===== src/rtl/rf_pkg.sv =====
// Shared definitions for the scoreboarded register file: address type, sizes and tag arithmetic.
package rf_pkg;
  localparam int REG_ADDR_W = 5;
  localparam int NUM_REGS   = 32;
  localparam int XLEN       = 32;

  typedef logic [REG_ADDR_W-1:0] rf_addr_t;

  // Next allocation tag; wraps modulo 2^width.
  function automatic int unsigned tag_inc(input int unsigned tag, input int unsigned width);
    return (tag + 1) % (32'd1 << width);
  endfunction
endpackage


===== src/rtl/rf_sb_entry.sv =====
// One scoreboard entry: busy bit and allocation tag for a single architectural register (never x0).
module rf_sb_entry
  import rf_pkg::*;
#(
  parameter int       TAG_WIDTH = 2,
  parameter int       NUM_WR    = 2,
  parameter rf_addr_t IDX       = 5'd1
) (
  input  logic                        clk,
  input  logic                        reset_n,
  input  logic                        flush,
  input  logic                        alloc_en,
  input  rf_addr_t                    alloc_addr,
  input  logic [NUM_WR-1:0]           wr_en,
  input  logic [NUM_WR*REG_ADDR_W-1:0] wr_addr,
  input  logic [NUM_WR*TAG_WIDTH-1:0] wr_tag,
  output logic                        busy,
  output logic [TAG_WIDTH-1:0]        tag,
  output logic [TAG_WIDTH-1:0]        next_tag
);
  logic                 busy_q, busy_d;
  logic [TAG_WIDTH-1:0] tag_q, tag_d;
  logic                 alloc_hit;
  logic                 wb_clear;

  assign next_tag  = TAG_WIDTH'(tag_inc(32'(tag_q), TAG_WIDTH));
  assign alloc_hit = alloc_en & ~flush & (alloc_addr == IDX);

  // Any writeback carrying the current (pre-update) tag retires the allocation.
  always_comb begin
    wb_clear = 1'b0;
    for (int k = 0; k < NUM_WR; k++) begin
      if (wr_en[k] && (wr_addr[k*REG_ADDR_W +: REG_ADDR_W] == IDX) &&
          (wr_tag[k*TAG_WIDTH +: TAG_WIDTH] == tag_q)) begin
        wb_clear = 1'b1;
      end
    end
  end

  // Flush beats allocation, allocation beats a retiring writeback.
  always_comb begin
    busy_d = busy_q;
    tag_d  = tag_q;
    if (flush) begin
      busy_d = 1'b0;
    end else if (alloc_hit) begin
      busy_d = 1'b1;
      tag_d  = next_tag;
    end else if (wb_clear) begin
      busy_d = 1'b0;
    end
  end

  always_ff @(posedge clk or negedge reset_n) begin
    if (!reset_n) begin
      busy_q <= 1'b0;
      tag_q  <= '0;
    end else begin
      busy_q <= busy_d;
      tag_q  <= tag_d;
    end
  end

  assign busy = busy_q;
  assign tag  = tag_q;
endmodule


===== src/rtl/regfile_scoreboard_mp.sv =====
// Multi-port register file with busy/tag scoreboard, prioritised writeback ports and optional
// same-cycle write-to-read forwarding.
module regfile_scoreboard_mp
  import rf_pkg::*;
#(
  parameter int XLEN      = rf_pkg::XLEN,
  parameter int TAG_WIDTH = 2,
  parameter int NUM_RD    = 2,
  parameter int NUM_WR    = 2,
  parameter bit BYPASS    = 1'b1
) (
  input  logic                         clk,
  input  logic                         reset_n,
  input  logic                         flush,
  input  logic                         alloc_en,
  input  rf_addr_t                     alloc_addr,
  output logic [TAG_WIDTH-1:0]         alloc_tag,
  input  logic [NUM_RD-1:0]            rd_en,
  input  logic [NUM_RD*REG_ADDR_W-1:0] rd_addr,
  output logic [NUM_RD*XLEN-1:0]       rd_data,
  output logic [NUM_RD-1:0]            rd_busy,
  output logic [NUM_RD*TAG_WIDTH-1:0]  rd_tag,
  input  logic [NUM_WR-1:0]            wr_en,
  input  logic [NUM_WR*REG_ADDR_W-1:0] wr_addr,
  input  logic [NUM_WR*TAG_WIDTH-1:0]  wr_tag,
  input  logic [NUM_WR*XLEN-1:0]       wr_data
);
  logic [XLEN-1:0]      mem_q [NUM_REGS];
  logic [XLEN-1:0]      mem_d [NUM_REGS];
  logic                 busy_w [NUM_REGS];
  logic [TAG_WIDTH-1:0] tag_w [NUM_REGS];
  logic [TAG_WIDTH-1:0] next_tag_w [NUM_REGS];

  // x0 is hard-wired: never busy, tag 0, and alloc_tag reads as 0.
  assign busy_w[0]     = 1'b0;
  assign tag_w[0]      = '0;
  assign next_tag_w[0] = '0;

  for (genvar i = 1; i < NUM_REGS; i++) begin : g_entry
    rf_sb_entry #(
      .TAG_WIDTH (TAG_WIDTH),
      .NUM_WR    (NUM_WR),
      .IDX       (rf_addr_t'(i))
    ) u_entry (
      .clk        (clk),
      .reset_n    (reset_n),
      .flush      (flush),
      .alloc_en   (alloc_en),
      .alloc_addr (alloc_addr),
      .wr_en      (wr_en),
      .wr_addr    (wr_addr),
      .wr_tag     (wr_tag),
      .busy       (busy_w[i]),
      .tag        (tag_w[i]),
      .next_tag   (next_tag_w[i])
    );
  end

  assign alloc_tag = next_tag_w[alloc_addr];

  // Ascending port order lets the highest-index writeback land last and win.
  always_comb begin
    mem_d = mem_q;
    for (int k = 0; k < NUM_WR; k++) begin
      if (wr_en[k] && (wr_addr[k*REG_ADDR_W +: REG_ADDR_W] != '0)) begin
        mem_d[wr_addr[k*REG_ADDR_W +: REG_ADDR_W]] = wr_data[k*XLEN +: XLEN];
      end
    end
  end

  always_ff @(posedge clk or negedge reset_n) begin
    if (!reset_n) begin
      for (int i = 0; i < NUM_REGS; i++) begin
        mem_q[i] <= '0;
      end
    end else begin
      mem_q <= mem_d;
    end
  end

  for (genvar p = 0; p < NUM_RD; p++) begin : g_rd
    rf_addr_t             ra;
    logic [XLEN-1:0]      val;
    logic                 busy_v;
    logic                 byp_hit;
    logic [TAG_WIDTH-1:0] byp_tag;

    always_comb begin
      ra      = rd_addr[p*REG_ADDR_W +: REG_ADDR_W];
      val     = mem_q[ra];
      busy_v  = busy_w[ra];
      byp_hit = 1'b0;
      byp_tag = '0;
      if (BYPASS) begin
        for (int k = 0; k < NUM_WR; k++) begin
          if (wr_en[k] && (ra != '0) && (wr_addr[k*REG_ADDR_W +: REG_ADDR_W] == ra)) begin
            val     = wr_data[k*XLEN +: XLEN];
            byp_hit = 1'b1;
            byp_tag = wr_tag[k*TAG_WIDTH +: TAG_WIDTH];
          end
        end
      end
      if (byp_hit && (byp_tag == tag_w[ra])) begin
        busy_v = 1'b0;
      end
    end

    assign rd_data[p*XLEN +: XLEN]           = rd_en[p] ? val : '0;
    assign rd_busy[p]                        = rd_en[p] & busy_v;
    assign rd_tag[p*TAG_WIDTH +: TAG_WIDTH]  = tag_w[ra];
  end
endmodule


===== config.mk =====
export PLATFORM = sky130hd
export DESIGN_NAME = regfile_scoreboard_mp
export DESIGN_NICKNAME = d
export VERILOG_FILES = /design/src/rtl/rf_pkg.sv /design/src/rtl/rf_sb_entry.sv /design/src/rtl/regfile_scoreboard_mp.sv
export SDC_FILE = /design/constraint.sdc
export NUM_CORES = 2
export LEC_CHECK = 0
export CAP_MARGIN = 20
export CORE_ASPECT_RATIO = 1.75
export CORE_MARGIN = 2
export CORE_UTILIZATION = 55
export CTS_CLUSTER_SIZE = 25
export DETAILED_ROUTE_END_ITERATION = 10
export DONT_BUFFER_PORTS = 1
export PLACE_DENSITY_LB_ADDON = 0.2
export REMOVE_ABC_BUFFERS = 1
export SLEW_MARGIN = 20
export SYNTH_ARGS = -nofsm -noshare
export SYNTH_HDL_FRONTEND = slang
export SYNTH_SLANG_ARGS = --single-unit

===== constraint.sdc =====
create_clock -name clk -period 3 [get_ports clk]
set_input_delay 0.45 -clock clk [delete_from_list [all_inputs] [get_ports clk]]
set_output_delay 0.45 -clock clk [all_outputs]
set_load 0.02 [all_outputs]

* Yosys cells after proc, flatten, opt, wreduce, memory -nomap -nowiden *
Cells that the tools add are included.

operators by class
  add/sub/neg operators = 31
  multiply operators = 0
  div/mod/pow operators = 0
  order comparisons = 7
  eq/ne operators = 161
  shifts and indexed selects = 0
  multiplexer cells = 200
  bitwise gates (word level) = 40
  reductions and logical operators = 204

operators by type and width
  kind                                                                    count
  1024-bit bitwise mux                                                    2
  1024-bit two-way mux                                                    2
  32-bit two-way mux                                                      12
  32-bit binary-select mux with 5-bit select                              2
  32-bit demux with 5-bit select                                          2
  5-bit equality test (second input constant)                             48
  1-bit two-way mux                                                       165
  1-bit logical AND                                                       138
  2-bit equality test                                                     64
  5-bit by 4-bit equality test with 1-bit output (second input constant)  24
  3-bit nonzero test                                                      31
  2-bit by 1-bit adder with 2-bit output (second input constant)          31
  2-bit AND reduction                                                     31
  5-bit by 3-bit equality test with 1-bit output (second input constant)  12
  1-bit bitwise AND                                                       34
  2-bit binary-select mux with 5-bit select                               3
  5-bit by 2-bit equality test with 1-bit output (second input constant)  6
  6-bit >= comparator (second input constant)                             5
  5-bit inverter with 6-bit output                                        5
  5-bit equality test                                                     4
  2-bit two-way mux                                                       10
  5-bit nonzero test                                                      4
  5-bit by 1-bit equality test with 1-bit output (second input constant)  3
  6-bit by 1-bit < comparator with 1-bit output (second input constant)   2
  other kinds (2)                                                         3

word-level totals
  flip-flop bits (word level) = 1,117
  latch bits = 0
  bits in writable memories = 0
  bits in read-only memories = 0
  input bits = 101
  output and inout port bits = 72
  logic and storage cells = 737
  memories kept = 0

* Logic depth before layout (Yosys ltp) *
  word-level depth = 9
  mapped depth = 12

* Hierarchy *
Synthesis repeated with hierarchy kept, for this count alone.

second synthesis, totals
  cells, all modules = 7,106
  area, all modules = 74,690.4 µm²

by module, submodules not included
  module                                 instances  cells each  area an instance (µm²)  seq. area each (µm²)
  regfile_scoreboard_mp                  1          6,360       67,554.8                25,624.6
  rf_sb_entry (g_entry[13].u_entry ...)  6          24          232.7                   75.1
  rf_sb_entry (g_entry[10].u_entry ...)  4          24          230.2                   75.1
  rf_sb_entry (g_entry[11].u_entry ...)  4          24          227.7                   75.1
  rf_sb_entry (g_entry[15].u_entry ...)  3          24          222.7                   75.1
  rf_sb_entry (g_entry[29].u_entry ...)  2          24          241.5                   75.1
  rf_sb_entry (g_entry[4].u_entry ...)   2          24          236.5                   75.1
  rf_sb_entry (g_entry[1].u_entry ...)   2          24          234.0                   75.1
  rf_sb_entry (g_entry[20].u_entry ...)  2          25          227.7                   75.1
  rf_sb_entry (g_entry[17].u_entry ...)  2          24          226.5                   75.1
  rf_sb_entry (g_entry[12].u_entry)      1          24          235.2                   75.1
  rf_sb_entry (g_entry[16].u_entry)      1          24          231.5                   75.1
  rf_sb_entry (g_entry[3].u_entry)       1          24          224.0                   75.1
  rf_sb_entry (g_entry[31].u_entry)      1          24          216.5                   75.1

* Worst setup path after synthesis *
No wires, ideal clock.

  path type = input-to-output
  from = input rd_addr[5]
  to = output rd_busy[1]
  arrival time = 2.477 ns
  required time = 2.550 ns
  slack = 0.073 ns
  stages = 8
  buffers on the path = 3
  cell sequence = buf_6 -> buf_12 -> buf_12 -> mux4_2 -> o32a_1 -> a21o_1 -> xor2_1 -> a31oi_1

on the way
  elaborated cells between the ends (all ways) = 22

RTL lines
  item                                       RTL line                      text
  start, declared                            regfile_scoreboard_mp.sv:19   input logic [NUM_RD*REG_ADDR_W-1:0] rd_addr,
  5-bit inverter with 6-bit output           n/a
  2-bit binary-select mux with 5-bit select  n/a
  2-bit two-way mux (2 in a row)             n/a
  via rd_tag[2]                              regfile_scoreboard_mp.sv:22   output logic [NUM_RD*TAG_WIDTH-1:0] rd_tag,
  2-bit equality test                        regfile_scoreboard_mp.sv:103  if (byp_hit && (byp_tag == tag_w[ra])) begin
  1-bit logical AND                          regfile_scoreboard_mp.sv:103
  1-bit two-way mux                          regfile_scoreboard_mp.sv:103
  1-bit bitwise AND                          regfile_scoreboard_mp.sv:109  assign rd_busy[p] = rd_en[p] & busy_v;
  end, declared                              regfile_scoreboard_mp.sv:21   output logic [NUM_RD-1:0] rd_busy,

The timed path passes the listed nets, and every way through them passes these cells. The select of a mux whose other input is x is not followed.

* Final worst setup path *
  from = input rd_addr[5]
  to = output rd_busy[1]

on the way
  word-level cells in the longest chain between the ends = 9
  elaborated cells between the ends (all ways) = 22

ends and longest elaborated chain
  item                                                                                      RTL line
  parallel branches: the longest is 7 deep, another holds 5-bit inverter with 6-bit output  n/a
  1-bit two-way mux (*)                                                                     regfile_scoreboard_mp.sv:103
  1-bit bitwise AND (*)                                                                     regfile_scoreboard_mp.sv:109

Every way passes the cells marked *. The select of a mux whose other input is x is not followed.

==> impl_metrics.sql <==
INSERT INTO impl_metrics (metric_group, metric, value, unit) VALUES
('power_and_ir_drop', 'power.leakage', '35.9', 'nW'),
('setup_path', 'timing.setup.critical_path_class', 'in2out', ''),
('timing', 'hold_viol_final', '0', ''),
('synth', 'synthXorXnorAreaFrac', '2.87', '%'),
('synth', 'postSynthRegisterBits', '1117', ''),
('final_layout', 'finalNonFillerCells', '8783', ''),
('detailed_routing', 'drc', '0', ''),
('detailed_routing', 'route.vias.total', '62700', ''),
('placed_design', 'placed_area', '75500', 'um2'),
('power_and_ir_drop', 'power-per-cell-area', '618', 'nW/um2'),
('setup_path', 'setup.worst_path.end_class', 'output pin', ''),
('synth', 'synth_top_cell_by_area', 'dfrtp_1', ''),
('outcome', 'status', 'finished with violations', ''),
('die', 'floorplan.die_area', '137000', 'um2'),
('setup_path', 'setup.worst_path.start_class', 'input pin', ''),
('synth', 'synth.top_cell.area_share', '38.0', '%'),
('cts', 'cts_num_sinks', '1117', ''),
('detailed_routing', 'wirelength', '305000', 'um'),
('timing', 'setup_viol_count_final', '72', ''),
('global_route', 'grt_antenna_before_repair', '11', ''),
('global_route', 'global_route_wire_length_before_repair', '430000', 'um'),
('placed_design', 'place_hpwl', '165000', 'um'),
('setup_path', 'timing.critical_path.buf_inv', '1', ''),
('setup_path', 'crit_slowest_cell', 'mux4_2', ''),
('timing', 'final_max_slew_viol_count', '266', ''),
('synth', 'synth_cell_type_count', '79', ''),
('setup_path', 'timing.critical_path.max_delay_family', 'multiplexers', ''),
('outcome', 'violations_in_the_final_reports', 'slew limit, setup timing', ''),
('setup_path', 'critical_path.max_stage_delay', '990', 'ps'),
('cts', 'cts_tree', 'done', ''),
('detailed_routing', 'wl_per_cell', '34.8', 'um'),
('cts', 'root_buffer', 'clkbuf_16', ''),
('placed_design', 'pre_cts_ws', '-318', 'ps'),
('job', 'maxCapViolations', '0', ''),
('die', 'core_box_area', '133000', 'um2'),
('final_layout', 'post-route-cell-area', '84300', 'um2'),
('synth', 'post_synth_main_area_contributors', 'dfrtp_1 38%, mux2i_1 16%, mux4_2 15%, a21oi_1 4.5%, o21ai_0 4.0%', ''),
('cts', 'clock_latency', '760', 'ps'),
('synth', 'synth_top_cells_by_count', '1159 x mux2i_1, 1117 x dfrtp_1, 666 x nand2_1', ''),
('detailed_routing', 'drtIter0Drc', '8642', ''),
('setup_path', 'cp_max_fo', '340', ''),
('die', 'floorplan.io_pins', '173', ''),
('timing', 'tightestPinTransition', '1950', 'ps'),
('power_and_ir_drop', 'total_power', '52.1', 'mW'),
('power_and_ir_drop', 'p_comb_share', '28.8', '%'),
('timing', 'final_critical_path_setup_slack', '-841', 'ps'),
('global_route', 'grtUsageTotal', '43.4', '%'),
('detailed_routing', 'dr.pass1.iters', '8', ''),
('synth', 'yosys.area_share.simple', '8.76', '%'),
('timing', 'min_period_over_period', '128', '%'),
('die', 'initial_core_util', '55.3', '%'),
('setup_path', 'arrival', '3390', 'ps'),
('global_route', 'grt_remaining_overflow', '0', ''),
('synth', 'syn-cell-area', '73500', 'um2'),
('synth', 'number_of_enable_flip_flop_cells_after_synthesis', '0', ''),
('timing', 'finalCriticalPeriod', '3840', 'ps'),
('hold_path', 'hold_path.class', 'in2reg', ''),
('power_and_ir_drop', 'p_sw', '16.3', 'mW'),
('power_and_ir_drop', 'peakVddDrop', '0.000619', 'V'),
('setup_path', 'worst_ep_required_time', '2550', 'ps'),
('cts', 'cts-htree-levels', '3', ''),
('final_layout', 'areaGrowthSynthToFinish', '14.7', '%'),
('synth', 'combinational_family_with_the_most_area_after_synthesis', 'multiplexers', ''),
('placed_design', 'io_buffer_count', '0', ''),
('placed_design', 'dp.cells', '8292', ''),
('detailed_routing', 'number_of_vias_per_cell', '7.14', ''),
('power_and_ir_drop', 'cellInternalPower', '35.8', 'mW'),
('global_route', 'via_count_of_the_first_global_routing_pass', '62200', ''),
('synth', 'synth_compound_area_share', '11.5', '%'),
('timing', 'finalClockSkew', '19.7', 'ps'),
('synth', 'synthesis.instances', '7163', '');
-- path summary, 6_finish.rpt --
kind / to / cells past startpoint / startpoint
worst max-delay path: rd_busy[1] / 7 / rd_addr[5]
worst min-delay path: g_entry[5].u_entry.busy / 3 / wr_tag[0]
worst max register to register: g_entry[2].u_entry.busy / 4 / g_entry[2].u_entry.tag[0]
worst min register to register: mem_q[1013] / 0 / mem_q[1013]
max in group asynchronous: mem_q[153] / 6 / reset_n
min in group asynchronous: mem_q[893] / 2 / reset_n
-- layout by cell type, fill, tap and decap left out, types with 14 or more instances in the layout --
master	n
o21ai_0	574
a31oi_1	22
buf_6	68
nand2_4	21
mux2i_1	1147
o221ai_1	50
a22oi_1	24
clkinv_2	23
nor2_4	24
nor2b_1	33
dfrtp_1	1109
clkbuf_8	26
buf_12	110
o22ai_2	21
mux2_2	81
mux4_2	487
a21oi_2	23
mux4_1	14
xor2_1	100
a21oi_1	635
nor3_2	17
o21ai_1	16
nand2_1	638
nand4_1	17
nand2b_1	22
buf_4	331
xnor2_1	135
buf_16	17
dlygate4sd3_1	69
nor3_1	45
mux2_4	41
clkbuf_16	133
buf_2	21
nand3_1	73
clkbuf_1	20
nor2_1	583
-- per-stage QoR --
step,util (%),setup TNS [ps],hold slack [ps]
final,63.4,-30900,12.2
after global routing,63.4,-16980,16.2
after detailed placement,56.8,-103340,155
after CTS,62.2,-50250,0.0562
after global placement,56.8,-208470,154
after floorplan,-,-620880,154
-- flip-flops by register name, summed over array words and instances (netlist names) --
register and count:
g_entry.u_entry.busy 31, mem_q 1024, g_entry.u_entry.tag 62
-- layer usage --
metal,part of all wire [%],global-route usage (%),vias to the layer above
li1,-,-,25500
met1,33,51.3,30700
met2,44,65.7,4986
met3,13,11.2,1575
met4,11,37.8,6
met5,0.012,0,-
-- cells by family after synthesis --
group | Yosys count
multiplexers | 1783
XOR/XNOR | 241
buffers and inverters | 941
flip-flops | 1117
AND/OR/NAND/NOR | 1554
AO/OA/AOI/OAI | 1527
-- power by group through the flow --
stage / combinational, mW / clock (mW) / sequential, mW
floorplan: 9.21 / 0 / 21.1
global placement: 11.9 / 0 / 21.8
detailed placement: 12.3 / 0 / 22.1
CTS: 14.0 / 15.2 / 21.7
global route: 16.0 / 15.8 / 22.3
finish: 15.0 / 15.2 / 21.9
-- tightest hold or removal path: stages --
cell and delay [ps]:
xor2_1 40, nor3_1 120, o21ai_0 100
-- timing repair --
| action | CTS | global route |
|---|---|---|
| setup buffers | 96 | 37 |
| pin swaps | 88 | 57 |
| cloned | 0 | 29 |
| hold buffers | 130 | 0 |
| endpoints found under the hold margin | 1079 | 0 |
| resized for setup | 208 | 142 |
| setup endpoints to repair | 66 | 485 |
-- final cells by class --
cell class | count | area [um2] | area share [%]
multi-input combinational | 5105 | 43000 | 51.0
sequential | 1117 | 28000 | 33.2
clock buffer | 158 | 3240 | 3.84
inverter | 5 | 20.0 | 0.0237
antenna | 11 | 27.5 | 0.0326
clock inverter | 46 | 612 | 0.726
timing repair buffer | 641 | 7300 | 8.66
tap | 1700 | 2130 | 2.52
Power figures use the tool's default switching activity.
